==> src/rtl/trigonometry_unit.sv <==
// Two-stage sine/cosine generator: integer-degree angle in, round(1024*sin/cos) out.
// Quarter-wave LUT indexed after quadrant folding; signs applied in the output stage.
module trigonometry_unit (
  input  logic        i_CLK,
  input  logic        i_RESET,
  input  logic [31:0] i_theta,
  output logic [31:0] o_cos,
  output logic [31:0] o_sin
);

  localparam logic [31:0] SCALE = 32'd1024;

  typedef enum logic [1:0] {
    QUAD_0 = 2'd0,  // 0..90
    QUAD_1 = 2'd1,  // 91..180
    QUAD_2 = 2'd2,  // 181..270
    QUAD_3 = 2'd3   // 271..359
  } quad_t;

  function automatic logic [10:0] sin_lut(input logic [6:0] k);
    case (k)
      7'd0:  sin_lut = 11'd0;
      7'd1:  sin_lut = 11'd18;
      7'd2:  sin_lut = 11'd36;
      7'd3:  sin_lut = 11'd54;
      7'd4:  sin_lut = 11'd71;
      7'd5:  sin_lut = 11'd89;
      7'd6:  sin_lut = 11'd107;
      7'd7:  sin_lut = 11'd125;
      7'd8:  sin_lut = 11'd143;
      7'd9:  sin_lut = 11'd160;
      7'd10: sin_lut = 11'd178;
      7'd11: sin_lut = 11'd195;
      7'd12: sin_lut = 11'd213;
      7'd13: sin_lut = 11'd230;
      7'd14: sin_lut = 11'd248;
      7'd15: sin_lut = 11'd265;
      7'd16: sin_lut = 11'd282;
      7'd17: sin_lut = 11'd299;
      7'd18: sin_lut = 11'd316;
      7'd19: sin_lut = 11'd333;
      7'd20: sin_lut = 11'd350;
      7'd21: sin_lut = 11'd367;
      7'd22: sin_lut = 11'd384;
      7'd23: sin_lut = 11'd400;
      7'd24: sin_lut = 11'd416;
      7'd25: sin_lut = 11'd433;
      7'd26: sin_lut = 11'd449;
      7'd27: sin_lut = 11'd465;
      7'd28: sin_lut = 11'd481;
      7'd29: sin_lut = 11'd496;
      7'd30: sin_lut = 11'd512;
      7'd31: sin_lut = 11'd527;
      7'd32: sin_lut = 11'd543;
      7'd33: sin_lut = 11'd558;
      7'd34: sin_lut = 11'd573;
      7'd35: sin_lut = 11'd587;
      7'd36: sin_lut = 11'd602;
      7'd37: sin_lut = 11'd616;
      7'd38: sin_lut = 11'd630;
      7'd39: sin_lut = 11'd644;
      7'd40: sin_lut = 11'd658;
      7'd41: sin_lut = 11'd672;
      7'd42: sin_lut = 11'd685;
      7'd43: sin_lut = 11'd698;
      7'd44: sin_lut = 11'd711;
      7'd45: sin_lut = 11'd724;
      7'd46: sin_lut = 11'd737;
      7'd47: sin_lut = 11'd749;
      7'd48: sin_lut = 11'd761;
      7'd49: sin_lut = 11'd773;
      7'd50: sin_lut = 11'd784;
      7'd51: sin_lut = 11'd796;
      7'd52: sin_lut = 11'd807;
      7'd53: sin_lut = 11'd818;
      7'd54: sin_lut = 11'd828;
      7'd55: sin_lut = 11'd839;
      7'd56: sin_lut = 11'd849;
      7'd57: sin_lut = 11'd859;
      7'd58: sin_lut = 11'd868;
      7'd59: sin_lut = 11'd878;
      7'd60: sin_lut = 11'd887;
      7'd61: sin_lut = 11'd896;
      7'd62: sin_lut = 11'd904;
      7'd63: sin_lut = 11'd912;
      7'd64: sin_lut = 11'd920;
      7'd65: sin_lut = 11'd928;
      7'd66: sin_lut = 11'd935;
      7'd67: sin_lut = 11'd943;
      7'd68: sin_lut = 11'd949;
      7'd69: sin_lut = 11'd956;
      7'd70: sin_lut = 11'd962;
      7'd71: sin_lut = 11'd968;
      7'd72: sin_lut = 11'd974;
      7'd73: sin_lut = 11'd979;
      7'd74: sin_lut = 11'd984;
      7'd75: sin_lut = 11'd989;
      7'd76: sin_lut = 11'd994;
      7'd77: sin_lut = 11'd998;
      7'd78: sin_lut = 11'd1002;
      7'd79: sin_lut = 11'd1005;
      7'd80: sin_lut = 11'd1008;
      7'd81: sin_lut = 11'd1011;
      7'd82: sin_lut = 11'd1014;
      7'd83: sin_lut = 11'd1016;
      7'd84: sin_lut = 11'd1018;
      7'd85: sin_lut = 11'd1020;
      7'd86: sin_lut = 11'd1022;
      7'd87: sin_lut = 11'd1023;
      7'd88: sin_lut = 11'd1023;
      7'd89: sin_lut = 11'd1024;
      7'd90: sin_lut = 11'd1024;
      default: sin_lut = 11'd0;  // indices 91..127 are never produced by the folding
    endcase
  endfunction

  // Angle reduction: 9-bit angle folded into 0..359.
  logic [8:0]  w_angle;
  quad_t       w_quad;
  logic [8:0]  w_sin_full;
  logic [8:0]  w_cos_full;
  logic        w_unused;

  assign w_angle = (i_theta[8:0] >= 9'd360) ? (i_theta[8:0] - 9'd360) : i_theta[8:0];

  // NOTE: every always_comb output gets a default first, so no path can infer a latch.
  always_comb begin
    w_quad     = QUAD_0;
    w_sin_full = w_angle;
    w_cos_full = 9'd90 - w_angle;
    if (w_angle <= 9'd90) begin
      w_quad     = QUAD_0;
      w_sin_full = w_angle;
      w_cos_full = 9'd90 - w_angle;
    end else if (w_angle <= 9'd180) begin
      w_quad     = QUAD_1;
      w_sin_full = 9'd180 - w_angle;
      w_cos_full = w_angle - 9'd90;
    end else if (w_angle <= 9'd270) begin
      w_quad     = QUAD_2;
      w_sin_full = w_angle - 9'd180;
      w_cos_full = 9'd270 - w_angle;
    end else begin
      w_quad     = QUAD_3;
      w_sin_full = 9'd360 - w_angle;
      w_cos_full = w_angle - 9'd270;
    end
  end

  // Upper angle bits are ignored; folded indices never exceed 90, so bits 8:7 are always zero.
  assign w_unused = ^{i_theta[31:9], w_sin_full[8:7], w_cos_full[8:7]};

  quad_t       r_quad;
  logic [6:0]  r_sin_idx;
  logic [6:0]  r_cos_idx;

  // NOTE: sequential state uses non-blocking assignments so every register samples pre-edge values.
  always_ff @(posedge i_CLK or posedge i_RESET) begin
    if (i_RESET) begin
      r_quad    <= QUAD_0;
      r_sin_idx <= 7'd0;
      r_cos_idx <= 7'd90;
    end else begin
      r_quad    <= w_quad;
      r_sin_idx <= w_sin_full[6:0];
      r_cos_idx <= w_cos_full[6:0];
    end
  end

  logic [31:0] w_sin_mag;
  logic [31:0] w_cos_mag;
  logic        w_sin_neg;
  logic        w_cos_neg;

  assign w_sin_mag = {21'd0, sin_lut(r_sin_idx)};
  assign w_cos_mag = {21'd0, sin_lut(r_cos_idx)};
  assign w_sin_neg = (r_quad == QUAD_2) || (r_quad == QUAD_3);
  assign w_cos_neg = (r_quad == QUAD_1) || (r_quad == QUAD_2);

  // Two's complement of a zero magnitude is zero, so no negative-zero pattern can appear.
  always_ff @(posedge i_CLK or posedge i_RESET) begin
    if (i_RESET) begin
      o_sin <= 32'd0;
      o_cos <= SCALE;
    end else begin
      o_sin <= w_sin_neg ? (32'd0 - w_sin_mag) : w_sin_mag;
      o_cos <= w_cos_neg ? (32'd0 - w_cos_mag) : w_cos_mag;
    end
  end

endmodule

==> config.mk <==
export PLATFORM = sky130hd
export DESIGN_NAME = trigonometry_unit
export DESIGN_NICKNAME = d
export VERILOG_FILES = /design/src/rtl/trigonometry_unit.sv
export SDC_FILE = /design/constraint.sdc
export NUM_CORES = 1
export LEC_CHECK = 0
export ABC_AREA = 1
export CELL_PAD_IN_SITES_DETAIL_PLACEMENT = 0
export CELL_PAD_IN_SITES_GLOBAL_PLACEMENT = 2
export CORE_MARGIN = 4
export CORE_UTILIZATION = 30
export DETAILED_ROUTE_END_ITERATION = 10
export PLACE_DENSITY_LB_ADDON = 0.1
export SYNTH_ARGS = -nofsm -noshare
export SYNTH_HDL_FRONTEND = slang
export SYNTH_SLANG_ARGS = --single-unit
==> constraint.sdc <==
create_clock -name i_CLK -period 3.5 [get_ports i_CLK]
set_input_delay 0.7 -clock i_CLK [delete_from_list [all_inputs] [get_ports i_CLK]]
set_output_delay 0.7 -clock i_CLK [all_outputs]
set_load 0.01 [all_outputs]
==> parameters.txt, run 1 <==
Parameter                              Value

Synth
  Top_reg_cell synth    sky130_fd_sc_hd__dfrtp_1
  Ys Warns    0
  Gate Count Post-Synth    979
  Number of distinct library cells after synthesis    37
  Mean area per synthesized cell    about 5.7 um^2
  Number of flops mapped to enable cells by yosys    0
  Ys async rst share    100%
  Post-Synthesis Net Count    1,045
  Part of the Yosys area used for sequential elements    17.5%
  Cell area after synthesis    roughly 5600 um^2
  Number of register bits inferred by synthesis    39

Global routing
  Maximum number of pins on one net before global-route repair    29
  GR Overflow Total    0
  Overall routing resource usage    approximately 17%
  Vias in the first global route    5,603
  Initial antenna violation count    0
  Wire length of the first global-routing pass    30,000 um

Critical path
  Kind of end point of the critical path    flip-flop
  CP Class    primary input to flip-flop
  Worst R2R End    o_sin[4]
  Startpoint type of the worst setup path    primary input
  Critical R2R Launch    r_cos_idx[0]
  Critical path fanouts, max    19
  Data required time of the worst path    3680 ps
  Number of cells traversed by the worst register-to-register path    15
  Worst path arrival time    ~3100 ps
  R2r setup slk    710 ps

Finish
  Ratio of cells with drive above 1 in the final layout    8.63%
  Number of inserted diodes    0
  Commonest cells after routing, fill and taps aside    sky130_fd_sc_hd__nand2_1 (342), sky130_fd_sc_hd__nand3_1 (133), sky130_fd_sc_hd__inv_1 (96)
  Sequential standard cell area    just under 1000 um^2
  Area growth from synthesis to layout    16.3%
  Number of nets in the final layout    1,085
  Fin cells    between 1,000 and 1,500
  Most common cell after layout, fill and taps aside    sky130_fd_sc_hd__nand2_1
  FILL cells    2,066
  Combined area of the multi-input logic cells    3690 um^2

CTS
  Clock root buffer master    sky130_fd_sc_hd__clkbuf_16
  Post-CTS Setup Repair Bufs    0
  Clock latency of the later-clocked register in the worst-skew pair    280 ps
  Clock transition at the registers of the reported paths    60 ps
  Maximum buffer depth of the clock tree    2
  CTS hold repair buffers    0
  TritonCTS Buffers    5
  CTS tree    yes
  Sink Count    39
  Number of gates given a new drive strength after cts    0
  Number of H-tree levels    2

Power and ir drop
  Highest ir drop seen on vdd    around 0.20 mV
  Power per cell area    628 nW/um^2
  Leakage power summed over all cells    3.47 nW

Die
  Initial cell density of the core    30.9%
  Std cell rows    just under 50
  Vertical extent of the die    145 um
  Horizontal die dimension    between 100 and 150 um
  Number of primary I/O pins    98
  Placeable Area    18,200 um^2
  Die Area    21,000 um^2

Timing
  Ratio of final minimum period to clock period    84.3%
  Setup-violating endpoint count in the final report    0
  Relative max-transition margin    48.7%
  Actual transition at the worst max-transition pin    764 ps
  Number of hold violations in the final report    0
  Clock period minus worst slack    2950 ps
  RSZ-0062 raised after global routing    no
  Fin Setup TNS    0 ps
  Fmax    0.339 GHz
  Max-slew violation count    0
  Worst-case clock skew    between 2 and 3 ps
  Post-route worst setup slack    550 ps

Drt
  Initial drt markers    about 450
  Vias after detailed routing    6,038
  Post-route DRC violation count    0
  Initial DRT Pass Iterations    5
  Post-DR wirelength/cell    14.7 um
  Antenna Nets Post-Route    0
  Vias per cell    4.83
  Final routed wirelength across all metal layers    18,400 um

Hold path
  Class of the most critical hold timing path    flip-flop to flip-flop
  Worst-case hold path end point    o_cos[0]
  Startpoint of the lowest-slack hold path    r_cos_idx[6]
  Hold path cells    3

Place
  Number of port buffers    74
  Routability cong.    0.837
  Post-Place Setup Slack    around 190 ps
  Cell count after placement    1,241
  Final HPWL DP    roughly 14,000 um

Outcome
  Result of the run    finished clean

Run
  Max-capacitance violation count    0
worst max-delay path: stages:
cell and delay, ps:
sky130_fd_sc_hd__clkdlybuf4s50_1 540, sky130_fd_sc_hd__inv_1 80, sky130_fd_sc_hd__ha_1 220, sky130_fd_sc_hd__inv_1 60, sky130_fd_sc_hd__nand3_1 70, sky130_fd_sc_hd__nand2_1 130
sky130_fd_sc_hd__nand3_1 170, sky130_fd_sc_hd__nand2_2 260, sky130_fd_sc_hd__inv_2 110, sky130_fd_sc_hd__nor2_2 160, sky130_fd_sc_hd__nand2_1 80, sky130_fd_sc_hd__nand3_2 90
sky130_fd_sc_hd__nand2_4 140, sky130_fd_sc_hd__nand2_1 110, sky130_fd_sc_hd__inv_1 40, sky130_fd_sc_hd__a21oi_1 180
how the worst max path moves through the flow:
stage               startpoint           end  slack, ps  cells after the start
global route        i_theta[3]  r_cos_idx[1]        270                     16
CTS                 i_theta[3]  r_sin_idx[6]        470                     16
global placement    i_theta[3]  r_sin_idx[6]        180                     16
floorplan           i_theta[3]  r_sin_idx[5]       1120                     16
finish              i_theta[3]  r_sin_idx[6]        550                     16
detailed placement  i_theta[3]  r_sin_idx[6]        190                     16
sequential cells by signal, summed over array words and instances (netlist names):
signal / count
r_cos_idx: 7
o_sin: 12
r_sin_idx: 6
o_cos: 12
r_quad: 2
kinds of logic (layout without fill, tap and decap cells):
kind of cell / after synthesis / in the layout / synth area share [%]
compound gates: 108 / 108 / 10.5
fa+ha+maj: 32 / 32 / 7.12
xor+xnor: 20 / 20 / 3.12
buf+inv: 192 / 233 / 16.9
simple gates: 588 / 588 / 44.9
flops: 39 / 39 / 17.5
power by group:
| group | total [W] | internal, W | switching, W |
|---|---|---|---|
| logic | 0.00292 | 0.00122 | 0.00170 |
| clock network | 0.000430 | 0.000262 | 0.000167 |
| registers | 0.000759 | 0.000632 | 0.000127 |
stage by stage:
stage / hold slack [ps] / area (um^2) / power [W] / util (%)
floorplan: 558 / 5620 / 0.00276 / -
global placement: 641 / 6400 / 0.00374 / 35.1
detailed placement: 639 / 6400 / 0.00370 / 35.1
CTS: 652 / 6540 / 0.00415 / 35.9
global route: 698 / 6540 / 0.00450 / 35.9
finish: 652 / 6540 / 0.00411 / 35.9
synthesized netlist by cell type (5+ instances only):
cell type | count | area, um^2
sky130_fd_sc_hd__ha_1 | 32 | 400
sky130_fd_sc_hd__clkinv_1 | 6 | 22.5
sky130_fd_sc_hd__dfstp_2 | 5 | 131
sky130_fd_sc_hd__a31oi_1 | 5 | 31.3
sky130_fd_sc_hd__buf_2 | 18 | 90.1
sky130_fd_sc_hd__nand2_4 | 5 | 56.3
sky130_fd_sc_hd__inv_1 | 97 | 364
sky130_fd_sc_hd__nand3_1 | 133 | 666
sky130_fd_sc_hd__xor2_1 | 12 | 105
sky130_fd_sc_hd__dfrtp_1 | 34 | 851
sky130_fd_sc_hd__o21ai_0 | 37 | 185
sky130_fd_sc_hd__clkbuf_1 | 6 | 22.5
sky130_fd_sc_hd__xnor2_1 | 8 | 70.1
sky130_fd_sc_hd__inv_2 | 12 | 45.0
sky130_fd_sc_hd__buf_4 | 46 | 345
sky130_fd_sc_hd__nand2_2 | 6 | 37.5
sky130_fd_sc_hd__nor2_1 | 74 | 278
sky130_fd_sc_hd__o211ai_1 | 7 | 52.6
sky130_fd_sc_hd__o21ai_1 | 6 | 30.0
sky130_fd_sc_hd__nand4_1 | 10 | 62.6
sky130_fd_sc_hd__nand2_1 | 342 | 1280
sky130_fd_sc_hd__nand3_2 | 6 | 60.1
sky130_fd_sc_hd__a21oi_1 | 46 | 230
layer usage:
layer | vias up | share of wire [%] | wire [um] | global-route usage (%)
met1 | 2665 | 50 | 9160 | 24.4
li1 | 3169 | - | - | -
met3 | 12 | 5.0 | 922 | 2.46
met4 | 0 | 1.0 | 185 | 2.95
met2 | 192 | 44 | 8110 | 27.5
met5 | - | 0 | 0 | 0
cell type report:
| class | instances | share of cell area [%] |
|---|---|---|
| inverters | 117 | 6.79 |
| multi-input cells | 748 | 56.4 |
| well taps | 229 | 4.38 |
| clock inverters | 2 | 0.191 |
| flip-flops and latches | 39 | 15.0 |
| repair buffers | 108 | 15.2 |
| clock buffers | 6 | 1.97 |
Note: power is estimated with default switching activity, not from simulation.
==> inputs of run 2 (changes only) <==
- CORE_UTILIZATION: 30 -> 25
- clock period: 3.5 -> 2.62 ns (I/O delays scaled with it)
==> parameters.txt, run 2 (same netlist as run 1, synthesis figures left out) <==
Parameter                              Value

Outcome
  Result of the run    finished clean (unchanged)

Timing
  Tightest hold margin    601 ps (was 652 ps)
  Setup-violating endpoint count in the final report    0 (unchanged)
  Worst-case clock skew    9.77 ps (was 2.79 ps)
  Clock period minus worst slack    2450 ps
  Fin Setup TNS    0 ps (unchanged)
  Ratio of final minimum period to clock period    93.4%
  Post-route worst setup slack    174 ps (was 550 ps)
  Actual transition at the worst max-transition pin    848 ps (was 764 ps)
  Fmax    0.409 GHz
  Number of hold violations in the final report    0 (unchanged)
  Max-slew violation count    0 (unchanged)
  Relative max-transition margin    43.1% (was 48.7%)

Drt
  Vias after detailed routing    6,498 (was 6,038)
  Initial drt markers    301 (was 448)
  Vias per cell    4.65 (was 4.83)
  Final routed wirelength across all metal layers    20,200 um (was 18,400 um)
  Initial DRT Pass Iterations    5 (unchanged)
  Post-route DRC violation count    0 (unchanged)
  Post-DR wirelength/cell    14.4 um (was 14.7 um)
  Antenna Nets Post-Route    0 (unchanged)

Power and ir drop
  Power consumption    0.00622 W (was 0.00411 W)
  Highest ir drop seen on vdd    0.287 mV (was 0.197 mV)
  Leakage power summed over all cells    3.98 nW (was 3.47 nW)
  Power per cell area    808 nW/um^2 (was 628 nW/um^2)

Critical path
  Data required time of the worst path    2860 ps (was 3680 ps)
  Worst R2R End    o_cos[10] (was o_sin[4])
  Critical R2R Launch    r_cos_idx[1] (was r_cos_idx[0])
  Critical path fanouts, max    8 (was 19)
  Kind of end point of the critical path    flip-flop (unchanged)
  Startpoint type of the worst setup path    flip-flop (was primary input)
  Number of cells traversed by the worst register-to-register path    19 (was 15)
  Worst path arrival time    2680 ps (was 3140 ps)
  CP Class    flip-flop to flip-flop (was primary input to flip-flop)
  R2r setup slk    170 ps (was 710 ps)

Hold path
  Class of the most critical hold timing path    primary input to asynchronous set/reset pin (was flip-flop to flip-flop)

Finish
  Commonest cells after routing, fill and taps aside    sky130_fd_sc_hd__nand2_1 (323), sky130_fd_sc_hd__nand3_1 (123), sky130_fd_sc_hd__buf_4 (119) (was sky130_fd_sc_hd__nand2_1 (342), sky130_fd_sc_hd__nand3_1 (133), sky130_fd_sc_hd__inv_1 (96))
  Number of inserted diodes    0 (unchanged)
  FILL cells    2,484 (was 2,066)
  Share of the core filled with cells    35.1% (was 35.9%)
  Ratio of cells with drive above 1 in the final layout    22.0% (was 8.63%)
  Most common cell after layout, fill and taps aside    sky130_fd_sc_hd__nand2_1 (unchanged)
  Area growth from synthesis to layout    37.0% (was 16.3%)
  Number of nets in the final layout    1,181 (was 1,085)
  Largest registers    o_cos (12), o_sin (12), r_cos_idx (7) (unchanged)

CTS
  Clock root buffer master    sky130_fd_sc_hd__clkbuf_16 (unchanged)
  CTS tree    yes (unchanged)
  Maximum buffer depth of the clock tree    2 (unchanged)
  Number of H-tree levels    2 (unchanged)
  Clock transition at the registers of the reported paths    70 ps (was 60 ps)
  TritonCTS Buffers    5 (unchanged)
  Sink Count    39 (unchanged)
  Clock latency of the later-clocked register in the worst-skew pair    300 ps (was 280 ps)

Run
  Max-capacitance violation count    0 (unchanged)

Die
  Std cell rows    54 (was 49)
  Die Area    25,000 um^2 (was 21,000 um^2)
  Initial cell density of the core    25.6% (was 30.9%)
  Number of primary I/O pins    98 (unchanged)
  Vertical extent of the die    158 um (was 145 um)
  Horizontal die dimension    158 um (was 145 um)
  Placeable Area    22,000 um^2 (was 18,200 um^2)

Place
  Final HPWL DP    15,900 um (was 14,200 um)
  Number of port buffers    74 (unchanged)
  Routability cong.    0.818 (was 0.837)
  Post-Place Setup Slack    -276 ps (was 186 ps)

Global routing
  Initial antenna violation count    0 (unchanged)
  GR Overflow Total    0 (unchanged)
  Maximum number of pins on one net before global-route repair    38 (was 29)
  Wire length of the first global-routing pass    32,600 um (was 30,000 um)
  Overall routing resource usage    16.1% (was 17.0%)
  Vias in the first global route    6,149 (was 5,603)
==> run 2: what timing repair did <==
item,4_1_cts,5_1_grt
endpoints found under the hold margin,0,0
gates cloned,0,1
setup buffers,0,4
endpoints found under the setup margin,4,32
gates resized for setup,3,79
hold buffers,0,0
pin swaps,0,14
==> run 2: worst max-delay path by stage <==
stage / from / endpoint / slack, ps / depth (start not counted)
floorplan: r_cos_idx[1] / o_cos[10] / 240 / 17
global placement: i_theta[3] / r_sin_idx[6] / -250 / 18
detailed placement: i_theta[3] / r_sin_idx[6] / -280 / 15
CTS: r_sin_idx[1] / o_sin[4] / 30 / 20
global route: r_cos_idx[0] / o_cos[8] / -3 / 18
finish: r_cos_idx[1] / o_cos[10] / 170 / 19
==> run 2: power by group <==
group	switching [W]	internal, W
Combinational	0.00250	0.00209
Sequential	0.000162	0.000844
Clock	0.000271	0.000356
Total	0.00293	0.00329
==> run 2: layer usage <==
| layer | vias up | wire length [um] | global-route usage (%) |
|---|---|---|---|
| met3 | 26 | 768 | 1.86 |
| met2 | 147 | 9040 | 25.8 |
| met4 | 0 | 317 | 3.57 |
| met1 | 2961 | 10000 | 23.4 |
| li1 | 3364 | - | - |
| met5 | - | 0 | 0 |
==> run 2: cell type report <==
cell class	count	area (um^2)	share of cell area, %
clock buffer	5	125	1.62
sequential	39	983	12.8
inverter	117	453	5.88
clock inverter	3	23.8	0.309
timing repair buffer	203	1810	23.5
tap	280	350	4.55
multi-input combinational	749	3960	51.4
==> run 2: through the flow <==
step	std cells	cell area, um^2
after CTS	1391	7390
after global placement	1383	7230
after detailed placement	1383	7230
after floorplan	979	5620
final	1396	7700
after global routing	1396	7700
==> run 2: worst max-delay path: stages, from the launching register on <==
cell	delay (ps)
sky130_fd_sc_hd__dfstp_2	530
sky130_fd_sc_hd__inv_1	70
sky130_fd_sc_hd__buf_6	150
sky130_fd_sc_hd__ha_2	180
sky130_fd_sc_hd__nand2_2	90
sky130_fd_sc_hd__nand2_1	90
sky130_fd_sc_hd__nand2_1	80
sky130_fd_sc_hd__nand3_1	60
sky130_fd_sc_hd__nand2_1	80
sky130_fd_sc_hd__nand2_1	50
sky130_fd_sc_hd__nand2_1	80
sky130_fd_sc_hd__nand2_1	70
sky130_fd_sc_hd__nand2_2	80
sky130_fd_sc_hd__ha_2	180
sky130_fd_sc_hd__nand3_1	110
sky130_fd_sc_hd__nor2_2	190
sky130_fd_sc_hd__nand3_2	100
sky130_fd_sc_hd__nand2_1	70
sky130_fd_sc_hd__nand2_1	60
sky130_fd_sc_hd__nand2_1	70
